### src/rtl/pipe_hazard_ctrl.sv
// Pipeline hazard controller: load-use bubbles, EX redirect flushes and data-memory wait stalls.
// Optional HAZARD_PERF_EN adds free-running bubble/flush/memory-wait performance counters.
module pipe_hazard_ctrl #(
  parameter int unsigned LOAD_USE_BUBBLES = 1,
  parameter int unsigned MEM_TIMEOUT      = 64
) (
  input  logic        clk,
  input  logic        rst,
  input  logic [4:0]  id_rs1,
  input  logic [4:0]  id_rs2,
  input  logic        id_rs1_used,
  input  logic        id_rs2_used,
  input  logic [6:0]  ex_opcode,
  input  logic [4:0]  ex_rd,
  input  logic        ex_rd_vld,
  input  logic        ex_redirect,
  input  logic        mem_req,
  input  logic        mem_ack,
  output logic        pc_stall,
  output logic        ifid_stall,
  output logic        ifid_flush,
  output logic        idreg_flush,
  output logic        ex_stall,
  output logic        mem_timeout,
`ifdef HAZARD_PERF_EN
  output logic [31:0] perf_bubble_cnt,
  output logic [31:0] perf_flush_cnt,
  output logic [31:0] perf_memwait_cnt,
`endif
  output logic [1:0]  state
);

  typedef enum logic [1:0] {
    RUN    = 2'd0,
    MEMW   = 2'd1,
    LDST   = 2'd2,
    UNUSED = 2'd3
  } state_t;

  localparam logic [15:0] WAIT_LAST = 16'(MEM_TIMEOUT - 32'd1);
  localparam logic [2:0]  BUB_INIT  = 3'(LOAD_USE_BUBBLES - 32'd1);
  localparam logic [6:0]  OP_LOAD   = 7'b0000011;

  state_t      state_r, state_nxt_s;
  logic [15:0] wait_cnt_r, wait_cnt_nxt_s;
  logic [2:0]  bub_cnt_r, bub_cnt_nxt_s;
  logic        timeout_r, timeout_nxt_s;
  logic        load_use_s, mem_wait_s;

  // Hazard detection against the load currently in EX
  always_comb begin
    load_use_s = (ex_opcode == OP_LOAD) && ex_rd_vld && (ex_rd != 5'd0) &&
                 ((id_rs1_used && (id_rs1 == ex_rd)) || (id_rs2_used && (id_rs2 == ex_rd)));
    mem_wait_s = mem_req && !mem_ack;
  end

  // Next-state and stall/flush decode
  always_comb begin
    pc_stall       = 1'b0;
    ifid_stall     = 1'b0;
    ifid_flush     = 1'b0;
    idreg_flush    = 1'b0;
    ex_stall       = 1'b0;
    state_nxt_s    = state_r;
    wait_cnt_nxt_s = wait_cnt_r;
    bub_cnt_nxt_s  = bub_cnt_r;
    timeout_nxt_s  = 1'b0;
    if (rst) begin
      ifid_flush     = 1'b1;
      idreg_flush    = 1'b1;
      state_nxt_s    = RUN;
      wait_cnt_nxt_s = 16'd0;
      bub_cnt_nxt_s  = 3'd0;
    end else begin
      case (state_r)
        MEMW: begin
          if (mem_ack || !mem_req || (wait_cnt_r == WAIT_LAST)) begin
            // Release cycle: a redirect held in EX during the wait is applied now
            state_nxt_s    = RUN;
            wait_cnt_nxt_s = 16'd0;
            timeout_nxt_s  = mem_req && !mem_ack;
            if (ex_redirect) begin
              ifid_flush  = 1'b1;
              idreg_flush = 1'b1;
            end else begin
              ifid_flush  = 1'b0;
            end
          end else begin
            pc_stall       = 1'b1;
            ifid_stall     = 1'b1;
            ex_stall       = 1'b1;
            wait_cnt_nxt_s = wait_cnt_r + 16'd1;
          end
        end
        LDST: begin
          if (mem_wait_s) begin
            pc_stall       = 1'b1;
            ifid_stall     = 1'b1;
            ex_stall       = 1'b1;
            state_nxt_s    = MEMW;
            wait_cnt_nxt_s = 16'd1;
            bub_cnt_nxt_s  = 3'd0;
          end else if (ex_redirect) begin
            ifid_flush    = 1'b1;
            idreg_flush   = 1'b1;
            state_nxt_s   = RUN;
            bub_cnt_nxt_s = 3'd0;
          end else begin
            pc_stall    = 1'b1;
            ifid_stall  = 1'b1;
            idreg_flush = 1'b1;
            if (bub_cnt_r <= 3'd1) begin
              state_nxt_s   = RUN;
              bub_cnt_nxt_s = 3'd0;
            end else begin
              bub_cnt_nxt_s = bub_cnt_r - 3'd1;
            end
          end
        end
        default: begin
          state_nxt_s = RUN;
          if (mem_wait_s) begin
            pc_stall       = 1'b1;
            ifid_stall     = 1'b1;
            ex_stall       = 1'b1;
            state_nxt_s    = MEMW;
            wait_cnt_nxt_s = 16'd1;
          end else if (ex_redirect) begin
            ifid_flush  = 1'b1;
            idreg_flush = 1'b1;
          end else if (load_use_s) begin
            pc_stall    = 1'b1;
            ifid_stall  = 1'b1;
            idreg_flush = 1'b1;
            if (LOAD_USE_BUBBLES > 32'd1) begin
              state_nxt_s   = LDST;
              bub_cnt_nxt_s = BUB_INIT;
            end else begin
              bub_cnt_nxt_s = 3'd0;
            end
          end else begin
            bub_cnt_nxt_s = 3'd0;
          end
        end
      endcase
    end
  end

  // State, counters and registered timeout pulse
  always_ff @(posedge clk) begin
    if (rst) begin
      state_r    <= RUN;
      wait_cnt_r <= 16'd0;
      bub_cnt_r  <= 3'd0;
      timeout_r  <= 1'b0;
    end else begin
      state_r    <= state_nxt_s;
      wait_cnt_r <= wait_cnt_nxt_s;
      bub_cnt_r  <= bub_cnt_nxt_s;
      timeout_r  <= timeout_nxt_s;
    end
  end

  assign mem_timeout = timeout_r && !rst;
  assign state       = state_r;

`ifdef HAZARD_PERF_EN
  // Bubble cycles are the only ones with idreg_flush but no ifid_flush
  always_ff @(posedge clk) begin
    if (rst) begin
      perf_bubble_cnt  <= 32'd0;
      perf_flush_cnt   <= 32'd0;
      perf_memwait_cnt <= 32'd0;
    end else begin
      if (idreg_flush && !ifid_flush) perf_bubble_cnt <= perf_bubble_cnt + 32'd1;
      else perf_bubble_cnt <= perf_bubble_cnt;
      if (ifid_flush) perf_flush_cnt <= perf_flush_cnt + 32'd1;
      else perf_flush_cnt <= perf_flush_cnt;
      if (ex_stall) perf_memwait_cnt <= perf_memwait_cnt + 32'd1;
      else perf_memwait_cnt <= perf_memwait_cnt;
    end
  end
`endif

endmodule
### config.mk
export PLATFORM = sky130hd
export DESIGN_NAME = pipe_hazard_ctrl
export DESIGN_NICKNAME = d
export VERILOG_FILES = /design/src/rtl/pipe_hazard_ctrl.sv
export SDC_FILE = /design/constraint.sdc
export NUM_CORES = 1
export LEC_CHECK = 0
export ABC_AREA = 0
export CAP_MARGIN = 30
export CORE_MARGIN = 2
export CORE_UTILIZATION = 30
export CTS_BUF_LIST = sky130_fd_sc_hd__clkbuf_8
export DETAILED_ROUTE_END_ITERATION = 12
export GPL_ROUTABILITY_DRIVEN = 0
export HOLD_SLACK_MARGIN = 0.05
export PLACE_DENSITY = 0.63
export SLEW_MARGIN = 5
export SYNTH_ARGS = -nofsm -noshare
export SYNTH_HDL_FRONTEND = slang
export SYNTH_SLANG_ARGS = --single-unit
### constraint.sdc
create_clock -name clk -period 2.25 [get_ports clk]
set_input_delay 0.225 -clock clk [delete_from_list [all_inputs] [get_ports clk]]
set_output_delay 0.225 -clock clk [all_outputs]
set_load 0.01 [all_outputs]
==> results of run 1 <==
## cell families (layout without fill, tap and decap cells)
logic type	after synthesis	in the layout
AOI/OAI and AO/OA	33	33
xor gates and xnor gates	13	13
adders and majority gates	1	1
buffers and inverters	16	53
DFF	18	18
muxes	1	1
other	1	1
and+or+nand+nor	66	66
## power by group through the flow
stage | combinational (uW) | clock (uW) | sequential (uW)
2_1_floorplan | 46.0 | 0 | 331
3_3_place_gp | 124 | 0 | 330
3_5_place_dp | 126 | 0 | 330
4_1_cts | 124 | 278 | 323
5_1_grt | 134 | 289 | 323
6_report | 123 | 273 | 323
## layer usage
layer | GRT usage, % | part of all wire (%) | vias up
li1 | - | - | 640
met3 | 3.216 | 6.8 | 2
met4 | 3.268 | 0.65 | 0
met5 | 0 | 0 | -
met1 | 17.77 | 44 | 614
met2 | 25.75 | 49 | 63
## area by class of cell
type / instances / share of cell area (%)
clock buffer: 4 / 3.152
inverter: 3 / 0.6447
multi-input combinational: 115 / 47.06
sequential: 18 / 20.63
tap: 50 / 3.582
timing repair buffer: 46 / 24.93
## how the worst min path moves through the flow
stage / startpoint / slack, ps / to / cells past startpoint
5_1_grt: wait_cnt_r[14] / 540 / wait_cnt_r[14] / 1
6_report: wait_cnt_r[13] / 510 / wait_cnt_r[13] / 1
2_1_floorplan: rst / 290 / wait_cnt_r[1] / 1
4_1_cts: wait_cnt_r[13] / 490 / wait_cnt_r[13] / 1
3_3_place_gp: wait_cnt_r[14] / 480 / wait_cnt_r[14] / 1
3_5_place_dp: wait_cnt_r[13] / 480 / wait_cnt_r[13] / 1
## sequential cells by signal, summed over array words and instances, names as in the netlist
name and cells:
state 1, wait_cnt_r 16, timeout_r 1
## worst register-to-register path, delay by kind of cell, from the launching register on
kind / cells / cell delay (ps)
AND/OR/NAND/NOR: 3 / 470
adder cells (fa/ha/maj): 1 / 220
AO/OA/AOI/OAI: 1 / 210
flip-flops: 1 / 320
buffers and inverters: 1 / 280
## placed cells by master (no fill, tap or decap), types with 2 or more instances in the layout
cell	count
clkdlybuf4s50_1	30
dfxtp_1	18
a31oi_1	16
xor2_1	10
nand2_1	10
buf_4	10
nand4_1	9
nand3_1	8
and3_1	6
nor2_1	5
and4_1	4
clkbuf_8	4
dlygate4sd2_1	4
nor2b_1	3
inv_1	3
xnor2_1	3
nand2b_1	3
a21oi_1	3
o21ai_0	3
nor4_4	2
nor4_1	2
o211ai_1	2
nand3b_1	2
a41oi_1	2
dlymetal6s2s_1	2
## per-stage QoR
stage	utilization [%]	area (um^2)
2_1_floorplan	-	1271
3_3_place_gp	41.86	1687
3_5_place_dp	41.86	1687
4_1_cts	43.23	1742
5_1_grt	43.35	1747
6_report	43.35	1747
## what timing repair did
| item | 4_1_cts | 5_1_grt |
|---|---|---|
| resized for setup | 5 | 2 |
| hold endpoints to repair | 0 | 0 |
| gates cloned | 0 | 0 |
| pin swaps | 3 | 1 |
| endpoints found under the setup margin | 4 | 3 |
==> qor.log, run 1 <==
[yosys] share of flip-flops with an asynchronous set or reset after synthesis 0%
[pwr] internal power summed over all cells 551.7 uW
[drt] Avg Vias per Cell 5.589
[yosys] post-synthesis share of cell area spent on xor and xnor gates 8.957%
[yosys] mapped cell area 1271 um^2
[clock_network] worst skew pair latency 260 ps
[yosys] most instantiated flip-flop cell in the synthesis netlist dfxtp_1
[yosys] top cells by area in the synthesized netlist dfxtp_1 28%, a31oi_1 7.9%, xor2_1 6.9%, nand4_1 4.4%, and3_1 3.4%
[yosys] post-synth top area cell dfxtp_1
[outcome] result of the run complete, no violations
[setup_path] Slowest cell on crit path or4_1
[setup_path] FF-to-FF path depth 6
[yosys] YS warnings 0
[pwr] Switching Fraction 23.20%
[setup_path] end point of the critical path ifid_stall
[yosys] number of synthesized flops with an enable pin 0
[pwr] leakage power figure 0.0006391 uW
[pwr] sequential share of power 44.9%
[pwr] total power per unit cell area 411.2 nW/um^2
[placement] Inst Count DP 232
[setup_path] maximum fanout encountered on the critical timing path 3
[pwr] Max IR drop VDD 0.1834 mV
[drt] Iteration-0 DRC Markers 106
[timing] final-layout setup total negative slack 0 ps
[cells_and_area] net total in the final layout 218
[yosys] number of nets in the synthesized netlist 180
[global_routing] Congestion Overflow GR 0
[global_routing] initial antenna violation count 0
[drt] total iterations of the first detailed-routing run 4
[timing] final setup violating endpoints 0
[yosys] most frequently used cell type in the post-synthesis netlist dfxtp_1
[yosys] adder-cell share of the synthesized area 0.9843%
[clock_network] clock root buffer master clkbuf_8
[timing] worst hold margin 506.1 ps
[die] starting utilization of the core area 31.55%
[cells_and_area] Storage cell area 360.3 um^2
[placement] number of port buffers 36
[run] Max-cap violations 0
[drt] total via count in the routed design 1319
[setup_path] launch instance of the worst register-to-register path wait_cnt_r[0]
[setup_path] crit-path max cell delay 480 ps
[clock_network] clk slew on worst S/H paths 70 ps
[global_routing] largest net degree at the start of global routing 26
[setup_path] Setup CP Type in2out
[die] Floorplan Core Area 4029 um^2
[pwr] power dissipated by switching net loads 166.6 uW
[setup_path] CP Capture Type primary output
[cells_and_area] Multi-input gate area 822.0 um^2
[setup_path] kind of launch point of the worst setup path input pin
[timing] shortest period the worst path allows 2131 ps
[setup_path] Cell Chain, Critical Path clkdlybuf4s50_1 > or4_1 > o211ai_1 > nand3b_1 > o21bai_1 > dlygate4sd2_1
[drt] Residual DRC 0
[pwr] total power consumption of the routed design 718.3 uW
[die] ports placed on the boundary 38
[clock_network] Setup Buffers After CTS 0
[setup_path] Crit. path cell count 6
[drt] Detail Route Antenna Nets 0
[timing] unrepaired setup endpoints after global routing no
[setup_path] arrival time at the worst endpoint 1910 ps
[yosys] Synth Instances 149
[yosys] simple-gate portion of the synthesized area 34.94%
[die] Die W 69.10 um
[setup_path] launch point of the critical path ex_rd[3]
[yosys] count of unique library cells instantiated by Yosys 45
[cells_and_area] share of post-route cells with drive strength above 1 11.83%
[cells_and_area] number of inserted filler cells in the final layout 389
[clock_network] H-Tree Depth 1
[die] vertical die dimension 69.10 um
[timing] Max Freq 469.3 MHz
[drt] Total Routed Length 3.394 mm
[setup_path] r2r endpoint wait_cnt_r[3]
[timing] transition at the pin with the smallest max-transition slack 557.8 ps
[drt] detail-routed net length per standard cell 14.38 um
[pwr] share of total power in the clock network 38.0%
[cells_and_area] P&R area growth vs syn 37.40%
[placement] worst slack at placement -171.1 ps
[setup_path] R2R Setup Slk 690 ps
[timing] PnR worst setup slack 119.1 ps
[yosys] dominant combinational cell family by area after synthesis simple AND/OR/NAND/NOR gates
[timing] worst clock skew 6.577 ps
[yosys] share of the synthesized area in compound gates (AO/OA/AOI/OAI) 18.31%
[timing] worst slew slack as a fraction of its limit 62.61%
[timing] final max-slew violation count 0
[global_routing] via count of the first global-routing pass 1321
[pwr] Logic pwr share 17.1%
[yosys] mean post-synth cell area 8.532 um^2
[timing] Tcrit/Tclk final 94.71%
[cells_and_area] Ant. Diodes 0
[global_routing] global-route wire length before repair 5.823 mm
[clock_network] Num CTS Buffers 3
[setup_path] CP top delay family buffers and inverters
[clock_network] cts-stage hold buffer count 0
[yosys] Synth top area share 28.35%
[min_path] class of the tightest hold or removal check reg2reg
[yosys] share of synthesized area occupied by flip-flops and latches 28.35%
[clock_network] clock sink count 18
[yosys] commonest cells in the synthesized netlist 18 x dfxtp_1, 16 x a31oi_1, 10 x nand2_1, 10 x xor2_1, 9 x nand4_1
[setup_path] required time at the worst-slack endpoint 2030 ps
[die] area of the die 4774 um^2
[cells_and_area] final cell count without fillers 236
[placement] half-perimeter wire length of the detailed placement result 2.529 mm
[clock_network] Bufs on Longest Clock Path 2
[timing] Final Hold Violating Endpoints 0
[die] site row count 23
[clock_network] TritonCTS clock tree yes
[yosys] mux cell area share after synthesis 0.7874%
[yosys] number of synthesized register bits 18
[global_routing] Total GRT Usage 14.50%
[setup_path] Buf/Inv on CP 2
(Power assumes the default switching activity.)
==> run 2, diff against run 1 <==
--- a/config.mk
+++ b/config.mk
@@ -11,9 +11,9 @@
 export CORE_UTILIZATION = 30
 export CTS_BUF_LIST = sky130_fd_sc_hd__clkbuf_8
 export DETAILED_ROUTE_END_ITERATION = 12
-export GPL_ROUTABILITY_DRIVEN = 0
 export HOLD_SLACK_MARGIN = 0.05
 export PLACE_DENSITY = 0.63
+export RECOVER_POWER = 50
 export SLEW_MARGIN = 5
 export SYNTH_ARGS = -nofsm -noshare
 export SYNTH_HDL_FRONTEND = slang
==> run 2 against run 1 <==
Against the previous run:
- sequential cell count unchanged
- register-to-register slack got worse by 230 ps
- final cell count stayed put
- die area unchanged
- non-clock buffer count unchanged
- sequential share of layout area is 0.10 points higher
- count of clock-buffer cells in the layout did not move
- critical path type unchanged
- critical endpoint unchanged
- largest cell class unchanged
==> qor.log, run 2 (synthesis results as in run 1) <==
[outcome] result of the run complete, no violations
[placement] placement-stage cell area 1687 um^2
[drt] total via count in the routed design 1320
[timing] final max-slew violation count 0
[placement] number of port buffers 36
[timing] Tcrit/Tclk final 94.74%
[setup_path] launch instance of the worst register-to-register path wait_cnt_r[0]
[cells_and_area] most common cell after layout, fill and taps aside clkdlybuf4s50_1
[die] vertical die dimension 69.10 um
[drt] total iterations of the first detailed-routing run 4
[die] site row count 23
[clock_network] clk slew on worst S/H paths 70 ps
[setup_path] Setup CP Type in2out
[setup_path] crit-path max cell delay 480 ps
[clock_network] H-Tree Depth 1
[pwr] leakage power figure 0.0006369 uW
[placement] Inst Count DP 232
[placement] worst slack at placement -171.1 ps
[timing] final-layout setup total negative slack 0 ps
[clock_network] clock sink count 18
[clock_network] cts-stage hold buffer count 0
[timing] worst hold margin 503.9 ps
[cells_and_area] share of post-route cells with drive strength above 1 11.29%
[cells_and_area] net total in the final layout 218
[setup_path] arrival time at the worst endpoint 1910 ps
[clock_network] TritonCTS clock tree yes
[setup_path] launch point of the critical path ex_rd[3]
[timing] final setup violating endpoints 0
[cells_and_area] Design Area, Final 1738 um^2
[setup_path] CP Capture Type primary output
[die] ports placed on the boundary 38
[setup_path] kind of launch point of the worst setup path input pin
[drt] Detail Route Antenna Nets 0
[min_path] Worst Hold Launch wait_cnt_r[13]
[setup_path] Slowest cell on crit path or4_1
[die] starting utilization of the core area 31.55%
[cells_and_area] P&R area growth vs syn 36.71%
[timing] shortest period the worst path allows 2132 ps
[setup_path] maximum fanout encountered on the critical timing path 3
[setup_path] Cell Chain, Critical Path clkdlybuf4s50_1 > or4_1 > o211ai_1 > nand3b_1 > o21bai_1 > dlygate4sd2_1
[placement] half-perimeter wire length of the detailed placement result 2.529 mm
[run] Max-cap violations 0
[timing] Final Hold Violating Endpoints 0
[cells_and_area] final cell count without fillers 236
[die] area of the die 4774 um^2
[global_routing] global-route wire length before repair 5.823 mm
[drt] Total Routed Length 3.400 mm
[timing] transition at the pin with the smallest max-transition slack 557.8 ps
[cells_and_area] number of inserted filler cells in the final layout 393
[cells_and_area] Ant. Diodes 0
[timing] PnR worst setup slack 118.3 ps
[die] Die W 69.10 um
[setup_path] required time at the worst-slack endpoint 2030 ps
[cells_and_area] max FFs per register 16
[cells_and_area] register containing the most flip-flops in the final layout wait_cnt_r
[timing] Max Freq 469.1 MHz
[min_path] class of the tightest hold or removal check reg2reg
[die] Floorplan Core Area 4029 um^2
[clock_network] Bufs on Longest Clock Path 2
[global_routing] initial antenna violation count 0
[drt] Residual DRC 0
[clock_network] Num CTS Buffers 3
[cells_and_area] leading cell types in the layout, fill and taps excluded 28 x clkdlybuf4s50_1, 18 x dfxtp_1, 16 x a31oi_1
[drt] Iteration-0 DRC Markers 102
[timing] unrepaired setup endpoints after global routing no
[clock_network] worst skew pair latency 260 ps
[placement] Final Wtd Congestion 0.7593
[global_routing] largest net degree at the start of global routing 26
[global_routing] Total GRT Usage 14.50%
[drt] Avg Vias per Cell 5.593
[pwr] Max IR drop VDD 0.1795 mV
[timing] worst slew slack as a fraction of its limit 62.61%
[clock_network] clock root buffer master clkbuf_8
[drt] detail-routed net length per standard cell 14.41 um
[pwr] total power per unit cell area 411.3 nW/um^2
[timing] worst clock skew 6.707 ps
[global_routing] via count of the first global-routing pass 1321
[global_routing] Congestion Overflow GR 0
==> run 2: changes by cell type in the layout (fill, tap and decap cells not counted) <==
cell             change
clkdlybuf4s50_1      -2
clkbuf_2             +2
buf_4                -3
dlygate4sd3_1        +2
clkbuf_1             +1
==> run 2: timing repair <==
item | in CTS | in global routing
gates resized for setup | 5 | 2
pin swaps | 3 | 1
buffers inserted | 0 | 0
endpoints found under the setup margin | 4 | 3
cloned | 0 | 0
hold endpoints to repair | 0 | 0
==> run 2: through the flow <==
step	total power [uW]	utilization, %
after floorplan	376.7	-
after global placement	453.8	41.86
after detailed placement	456.4	41.86
after CTS	724.2	43.23
after global routing	744.9	43.14
final	714.8	43.14
==> run 2: cell type report <==
type | instances | area [um^2] | area share [%]
Tap cell | 50 | 62.56 | 3.600
Inverter | 3 | 11.26 | 0.6479
Multi-Input combinational cell | 115 | 822.0 | 47.30
Clock buffer | 4 | 55.05 | 3.168
Timing Repair Buffer | 46 | 426.7 | 24.55
Sequential cell | 18 | 360.3 | 20.73
==> run 2: final timing paths <==
check	endpoint	slack (ps)	cells after the start
hold / removal	wait_cnt_r[13]	500	1
hold reg to reg	wait_cnt_r[13]	500	1
setup reg to reg	wait_cnt_r[3]	460	6
setup / recovery	ifid_stall	120	6
==> run 2: metal layers <==
metal  up-vias  track usage (%)  wire, um
li1        638                -         -
met1       620            17.77      1490
met2        60            25.75      1660
met3         2            3.216       226
met4         0            3.268        22
met5         -                0         0
==> run 2: power breakdown <==
part	internal (uW)	switching [uW]	leakage, uW
logic	74.1	47.3	0.000463
registers	320	2.29	0.000145
clock network	156	115	0.0000288
total	550	165	0.000637
==> run 2: critical path: cells and delay by family <==
kind / cells / cell delay, ps
buf+inv: 2 / 760
simple gates: 2 / 620
compound gates: 2 / 290
